File: config.mk
export PLATFORM = sky130hd
export DESIGN_NAME = jogo_playseq_uc
export DESIGN_NICKNAME = d
export VERILOG_FILES = /design/src/rtl/jogo_playseq_uc.sv
export SDC_FILE = /design/constraint.sdc
export NUM_CORES = 1
export LEC_CHECK = 0
export BUFFER_PORTS_ARGS = -buffer_cell sky130_fd_sc_hd__buf_2
export CAP_MARGIN = 20
export CORE_MARGIN = 1.5
export CORE_UTILIZATION = 55
export CTS_CLUSTER_SIZE = 40
export DETAILED_ROUTE_END_ITERATION = 6
export MAX_ROUTING_LAYER = met4
export PLACE_DENSITY = 0.87
export RECOVER_POWER = 50
export SLEW_MARGIN = 20
export SYNTH_ARGS = -nofsm -noshare
export SYNTH_HDL_FRONTEND = slang
export SYNTH_SLANG_ARGS = --single-unit
File: constraint.sdc
create_clock -name clock -period 2.1 [get_ports clock]
set_input_delay 0 -clock clock [delete_from_list [all_inputs] [get_ports clock]]
set_output_delay 0 -clock clock [all_outputs]
set_load 0.03 [all_outputs]
File: src/rtl/jogo_playseq_uc.sv
// Control unit for the sequence-replay memory game: shows the sequence
// prefix, checks each player move, grows the round, ends in win/loss/timeout.
module jogo_playseq_uc #(
    parameter int DISPLAY_CYCLES = 500,
    parameter int GAP_CYCLES     = 250,
    parameter int TIMEOUT_CYCLES = 5000
) (
    input  logic       clock,
    input  logic       reset,
    input  logic       jogar,
    input  logic       tem_jogada,
    input  logic       chavesIgualMemoria,
    input  logic       enderecoIgualSequencia,
    input  logic       fimS,
    output logic       zeraE,
    output logic       contaE,
    output logic       zeraS,
    output logic       contaS,
    output logic       zeraR,
    output logic       registraR,
    output logic       leds_en,
    output logic       pronto,
    output logic       ganhou,
    output logic       perdeu,
    output logic       timeout,
    output logic [3:0] db_estado
);

    localparam int MAX_A = (DISPLAY_CYCLES > GAP_CYCLES) ? DISPLAY_CYCLES : GAP_CYCLES;
    localparam int MAX_C = (MAX_A > TIMEOUT_CYCLES) ? MAX_A : TIMEOUT_CYCLES;
    localparam int TW    = $clog2(MAX_C) + 1;

    localparam logic [TW-1:0] DISP_LAST = TW'(DISPLAY_CYCLES - 1);
    localparam logic [TW-1:0] GAP_LAST  = TW'(GAP_CYCLES - 1);
    localparam logic [TW-1:0] TMO_LAST  = TW'(TIMEOUT_CYCLES - 1);

    typedef enum logic [3:0] {
        INICIAL           = 4'h0,
        PREPARACAO        = 4'h1,
        MOSTRA            = 4'h2,
        INTERVALO         = 4'h3,
        FIM_MOSTRA        = 4'h4,
        ESPERA_JOGADA     = 4'h5,
        REGISTRA          = 4'h6,
        COMPARACAO        = 4'h7,
        PROXIMA_JOGADA    = 4'h8,
        PROXIMA_SEQUENCIA = 4'h9,
        FIM_ACERTOU       = 4'hA,
        FIM_TIMEOUT       = 4'hD,
        FIM_ERROU         = 4'hE
    } state_t;

    state_t        state;
    state_t        next;
    logic [TW-1:0] tmr;
    logic          counting;

    assign counting = (state == MOSTRA) || (state == INTERVALO)
                   || (state == ESPERA_JOGADA);

    // The timer restarts on every state change so each phase counts from zero.
    always_ff @(posedge clock or negedge reset) begin
        if (!reset) begin
            state <= INICIAL;
            tmr   <= '0;
        end else begin
            state <= next;
            if ((next != state) || !counting)
                tmr <= '0;
            else
                tmr <= tmr + TW'(1);
        end
    end

    always_comb begin
        next      = state;
        zeraE     = 1'b0;
        contaE    = 1'b0;
        zeraS     = 1'b0;
        contaS    = 1'b0;
        zeraR     = 1'b0;
        registraR = 1'b0;
        leds_en   = 1'b0;
        pronto    = 1'b0;
        ganhou    = 1'b0;
        perdeu    = 1'b0;
        timeout   = 1'b0;
        case (state)
            INICIAL: begin
                if (jogar)
                    next = PREPARACAO;
            end
            PREPARACAO: begin
                zeraE = 1'b1;
                zeraS = 1'b1;
                zeraR = 1'b1;
                next  = MOSTRA;
            end
            MOSTRA: begin
                leds_en = 1'b1;
                if (tmr == DISP_LAST)
                    next = enderecoIgualSequencia ? FIM_MOSTRA : INTERVALO;
            end
            INTERVALO: begin
                if (tmr == GAP_LAST) begin
                    contaE = 1'b1;
                    next   = MOSTRA;
                end
            end
            FIM_MOSTRA: begin
                zeraE = 1'b1;
                zeraR = 1'b1;
                next  = ESPERA_JOGADA;
            end
            ESPERA_JOGADA: begin
                // A press on the terminal-count cycle still counts as a move.
                if (tem_jogada)
                    next = REGISTRA;
                else if (tmr == TMO_LAST)
                    next = FIM_TIMEOUT;
            end
            REGISTRA: begin
                registraR = 1'b1;
                next      = COMPARACAO;
            end
            COMPARACAO: begin
                if (!chavesIgualMemoria)
                    next = FIM_ERROU;
                else if (enderecoIgualSequencia && fimS)
                    next = FIM_ACERTOU;
                else if (enderecoIgualSequencia)
                    next = PROXIMA_SEQUENCIA;
                else
                    next = PROXIMA_JOGADA;
            end
            PROXIMA_JOGADA: begin
                contaE = 1'b1;
                next   = ESPERA_JOGADA;
            end
            PROXIMA_SEQUENCIA: begin
                contaS = 1'b1;
                zeraE  = 1'b1;
                next   = MOSTRA;
            end
            FIM_ACERTOU: begin
                pronto = 1'b1;
                ganhou = 1'b1;
                if (jogar)
                    next = PREPARACAO;
            end
            FIM_TIMEOUT: begin
                pronto  = 1'b1;
                timeout = 1'b1;
                if (jogar)
                    next = PREPARACAO;
            end
            FIM_ERROU: begin
                pronto = 1'b1;
                perdeu = 1'b1;
                if (jogar)
                    next = PREPARACAO;
            end
            default: next = INICIAL;
        endcase
    end

    assign db_estado = state;

endmodule
* Yosys cells after proc, flatten, opt, wreduce, memory -nomap -nowiden
Index checks and enable logic that the tools add are counted.
Widths: inputs -> output; s select.
** Word-level totals
- Bits in registers :: 18
- Bits in latches :: 0
- Bits in writable memories :: 0
- Memory bits (read-only) :: 0
- Input port bits :: 7
- Output and inout port bits :: 15
- Logic and storage cells :: 54
- Memories kept :: 0
** Cells by class
- $add $sub $neg :: 1
- Multipliers :: 0
- Div/mod/pow operators :: 0
- Order comparisons :: 0
- Equal/unequal tests :: 16
- Shifts and indexed selects :: 0
- Muxes and demuxes :: 23
- Bitwise gates (word level) :: 0
- Reduce and logical (&&, ||, !) cells :: 12
** Operators by type and width (count)
- $pmux 4 s8 :: 1
- $eq 4x4->1 const B :: 5
- $mux 4 :: 5
- $eq 4x3->1 const B :: 4
- $add 14x1->14 const B :: 1
- $eq 14x13->1 const B :: 1
- $eq 14x8->1 const B :: 1
- $eq 14x9->1 const B :: 1
- $mux 14 :: 1
- $mux 1 :: 12
- $eq 4x2->1 const B :: 2
- $mux 3 :: 2
- $reduce_or 2->1 :: 3
- $reduce_or 3->1 :: 2
- $eq 4x1->1 const B :: 1
- $logic_not 4->1 :: 1
- $ne 4x4->1 :: 1
- $reduce_or 4->1 :: 1
- $logic_or 1x1->1 :: 3
- $mux 2 :: 1
- $pmux 1 s2 :: 1
- $logic_and 1x1->1 :: 1
- $logic_not 1->1 :: 1

* Logic depth before layout (Yosys ltp)
- Depth in word-level cells :: 7
- Gate-level depth with buffers :: 8
- Gate-level depth less buffers :: 7

* Least setup slack after synthesis
Ideal clock, no wire load.
- Kind :: register -> output
- From :: register state[2] (netlist: db_estado[2])
- To :: output port contaS
- Arrival time :: 1.938 ns
- Required time :: 2.100 ns
- Setup slack :: 0.162 ns
- Cell stages (with the launch flop) :: 4
- Buffers on the path :: 2
- Cells stage by stage :: dfrtp_1 -> clkbuf_1 -> clkbuf_1 -> nor4_1
** Between the ends
- Word-level cells in the longest chain between the ends :: 2
** RTL lines
- from (decl) :: line 53 : state_t state;
- from (signal assigned) :: line 67 : state <= next;
- $eq 4x4->1 :: line 88 : case (state)
- $mux 1 :: line 88
- to (decl) :: line 18 : output logic contaS,
No other way between the ends.

* Final worst setup path
- From :: register tmr[9]
- To :: output port contaE
** Between the ends
- Word-level cells in the longest chain between the ends :: 3
** RTL lines
- from (decl) :: line 55 : logic [TW-1:0] tmr;
- from (signal assigned) :: line 71 : tmr <= tmr + TW'(1);
- $eq 14x8->1 :: line 105 : if (tmr == GAP_LAST) begin
- $mux 1 :: line 105
- $pmux 1 s2 :: line 88
- to (decl) :: line 16 : output logic contaE,
No other way between the ends.

==> metrics.txt <==
status complete, no violations; LEAKAGE 0.662 nW; TritonCTS clock tree done; asr flop ratio synth between 90% and 100%; NetSw 0.562 mW; M1 GR Usage about 34%; Comb power frac 45.4%; VDD IR max 501 uV; first-pass GRT wire length 5140 microns; H-tree depth 1; top cells by count, synth nor2_1 (28), dfrtp_1 (18), nand2_1 (10); total internal power 0.723 mW; drt wl/cell approximately 16 microns; nets 189; worst path cell trace nand4bb_1 > nor4_4 > nand4_1 > a21oi_1 > buf_2; sw frac 43.7%; number of synthesis warnings 0; Hold Crit Class input port to flip-flop; dpl cells between 200 and 250; Worst Tran Pin Value 917 ps; r2r endpoint db_estado[2]$_DFF_PN0_; antenna violations before repair 0; first-pass iteration count of the detailed router 5; Avg Cell Area, Syn 8.27 sq um; DIE AREA 0.00263 sq mm; 1st-iter DRT viols 60; RSZ-0062 raised after global routing false; clk_skew 5.35 ps; synthesized instance count ~160; Distinct cells, synth 43; slew margin rel. 38.9%; CP Launch Point tmr[9]$_DFF_PN0_; ANT nets after route 0; total negative setup slack 0 ps; critical path fanouts, max 5; Root Driver clkbuf_4; fin crit period 2000 ps; drt total wl 3250 microns; GRT Overall Usage approximately 27%; crit path to contaE; CP max stage delay 450 ps; Hold Fails Final Rpt 0; Mapped Area about 0.0013 sq mm; critical path arrival 2000 ps; Achievable Freq 0.501 GHz; fin crit share 95.0%; startpoint types flip-flop; Rows 17; max-slew violations 0; busiest grt layer met2; Yosys reg bits 18; via total after detailed routing 1,336; Setup-failing EPs final 0; post-CTS setup buffer count 0; r2r setup slk about 120 ps; top cells by area, synth dfrtp_1 (35%), nor2_1 (8.2%), xor2_1 (6.2%); post-synth top area share 35.2%; Net Count, Synth between 150 and 200; Clock transition at path regs 100 ps; R2R Path Start tmr[11]$_DFF_PN0_; number of fill cells 185; Post-synth EDFFs 0; ant diodes 0; Synth area leader dfrtp_1; core area 0.00221 sq mm; Worst Reg2Reg Path Length in Cells 6; Non-Filler Instances 207; Pwr per Cell Area 861 mW/mm^2; cell at the slowest stage of the critical path dfrtp_1; predominant post-synthesis flop cell dfrtp_1; post-DP HPWL 2300 microns; CP Capture Type output port; cts bufs inserted 3; Initial Util 57.9%; Flop pwr share between 30% and 40%; Max clock buf depth 2; share of cells above drive strength 1 17.9%; Top-Level Pins 22; P&R area growth vs syn 16.5%; pin count of the biggest net entering global routing 20; vias per std cell between 6 and 7; sequential area share after synthesis a little over a third; TritonCTS sink count 18; Final Wtd Congestion 0.952; Die Wd 51.3 microns; met3 global-route usage 5.56%; top-count cell post-synth nor2_1; vias in the first global route 1,160; IO buf count 21; gr ovfl total 0; Data required, critical path 2100 ps; Setup CP Type flip-flop to output port; clk_lat worst skew 300 ps; DR DRC count 0; met2 usage in global routing between 40% and 50%; Clock power frac 17.0%; Max Cap Violations 0; Die Y 51.3 microns
## state kept, by name, indices dropped and copies added, names as in the netlist
name	flops
tmr	14
db_estado	4
## cells by family after synthesis
logic type / count (synthesis) / synth area share [%]
and+or+nand+nor: 80 / 35.0
adders and majority gates: 2 / 1.95
DFF: 18 / 35.2
xor gates and xnor gates: 13 / 8.89
AOI/OAI and AO/OA: 24 / 13.1
buffers and inverters: 18 / 5.96
## area by class of cell
cell class | count | area (sq um) | share of cell area [%]
inverters | 8 | 30.0 | 2.01
multi-input cells | 119 | 761 | 51.0
well taps | 28 | 35.0 | 2.35
flip-flops and latches | 18 | 450 | 30.2
clock buffers | 4 | 36.3 | 2.43
repair buffers | 30 | 180 | 12.1
## metal layers
layer | routed length (microns) | part of all wire, %
met5 | 0 | 0
met4 | 69 | 2.1
met3 | 262 | 8.1
met2 | 1630 | 50
met1 | 1290 | 40
## cells in the final DEF, fill, tap and decap left out, types with 3 or more instances in the layout
| master | instances |
|---|---|
| nor2b_1 | 3 |
| nor4_1 | 3 |
| xnor2_1 | 4 |
| clkbuf_1 | 8 |
| nand4_1 | 5 |
| nand3b_1 | 3 |
| and4_1 | 3 |
| o21ai_0 | 6 |
| nor2_1 | 28 |
| nand3_1 | 7 |
| buf_4 | 6 |
| nand2_1 | 10 |
| a21oi_1 | 5 |
| buf_2 | 13 |
| xor2_1 | 9 |
| inv_1 | 8 |
| dfrtp_1 | 18 |
| clkbuf_4 | 3 |
## power groups by stage
stage / Clock, mW / Sequential [mW] / Combinational, mW
after floorplan: 0 / 0.468 / 0.420
after global placement: 0 / 0.482 / 0.565
after CTS: 0.216 / 0.480 / 0.586
after global routing: 0.232 / 0.493 / 0.634
final: 0.219 / 0.483 / 0.583
after detailed placement: 0 / 0.486 / 0.583
## worst max-delay path, delay by kind of cell, from the launching register on
family / cells / cell delay (ps)
DFF: 1 / 450
and+or+nand+nor: 3 / 880
AOI/OAI and AO/OA: 1 / 170
buffers and inverters: 1 / 210
## worst min path at each step
| stage | start | to | depth (start not counted) |
|---|---|---|---|
| floorplan | reset | db_estado[0]$_DFF_PN0_ | 0 |
| global placement | reset | tmr[9]$_DFF_PN0_ | 1 |
| detailed placement | reset | tmr[1]$_DFF_PN0_ | 1 |
| CTS | enderecoIgualSequencia | db_estado[0]$_DFF_PN0_ | 4 |
| global route | fimS | db_estado[0]$_DFF_PN0_ | 4 |
| finish | enderecoIgualSequencia | db_estado[0]$_DFF_PN0_ | 4 |
## timing repair
item,CTS,global route
endpoints found under the hold margin,19,0
endpoints found under the setup margin,0,15
resized for setup,0,1
hold buffers,2,0
## stage by stage
step | power, mW | worst slack [ps] | utilization, % | hold slack [ps] | area, sq um
after floorplan | 0.888 | 162 | - | -296 | 1280
after global placement | 1.05 | 130 | 65.1 | -63.3 | 1440
after detailed placement | 1.07 | 116 | 65.1 | -60.0 | 1440
after CTS | 1.28 | 57.9 | 67.6 | 151 | 1500
after global routing | 1.36 | 2.84 | 67.5 | 167 | 1490
final | 1.28 | 105 | 67.5 | 162 | 1490
No activity file was read; power rests on OpenSTA's default activity.
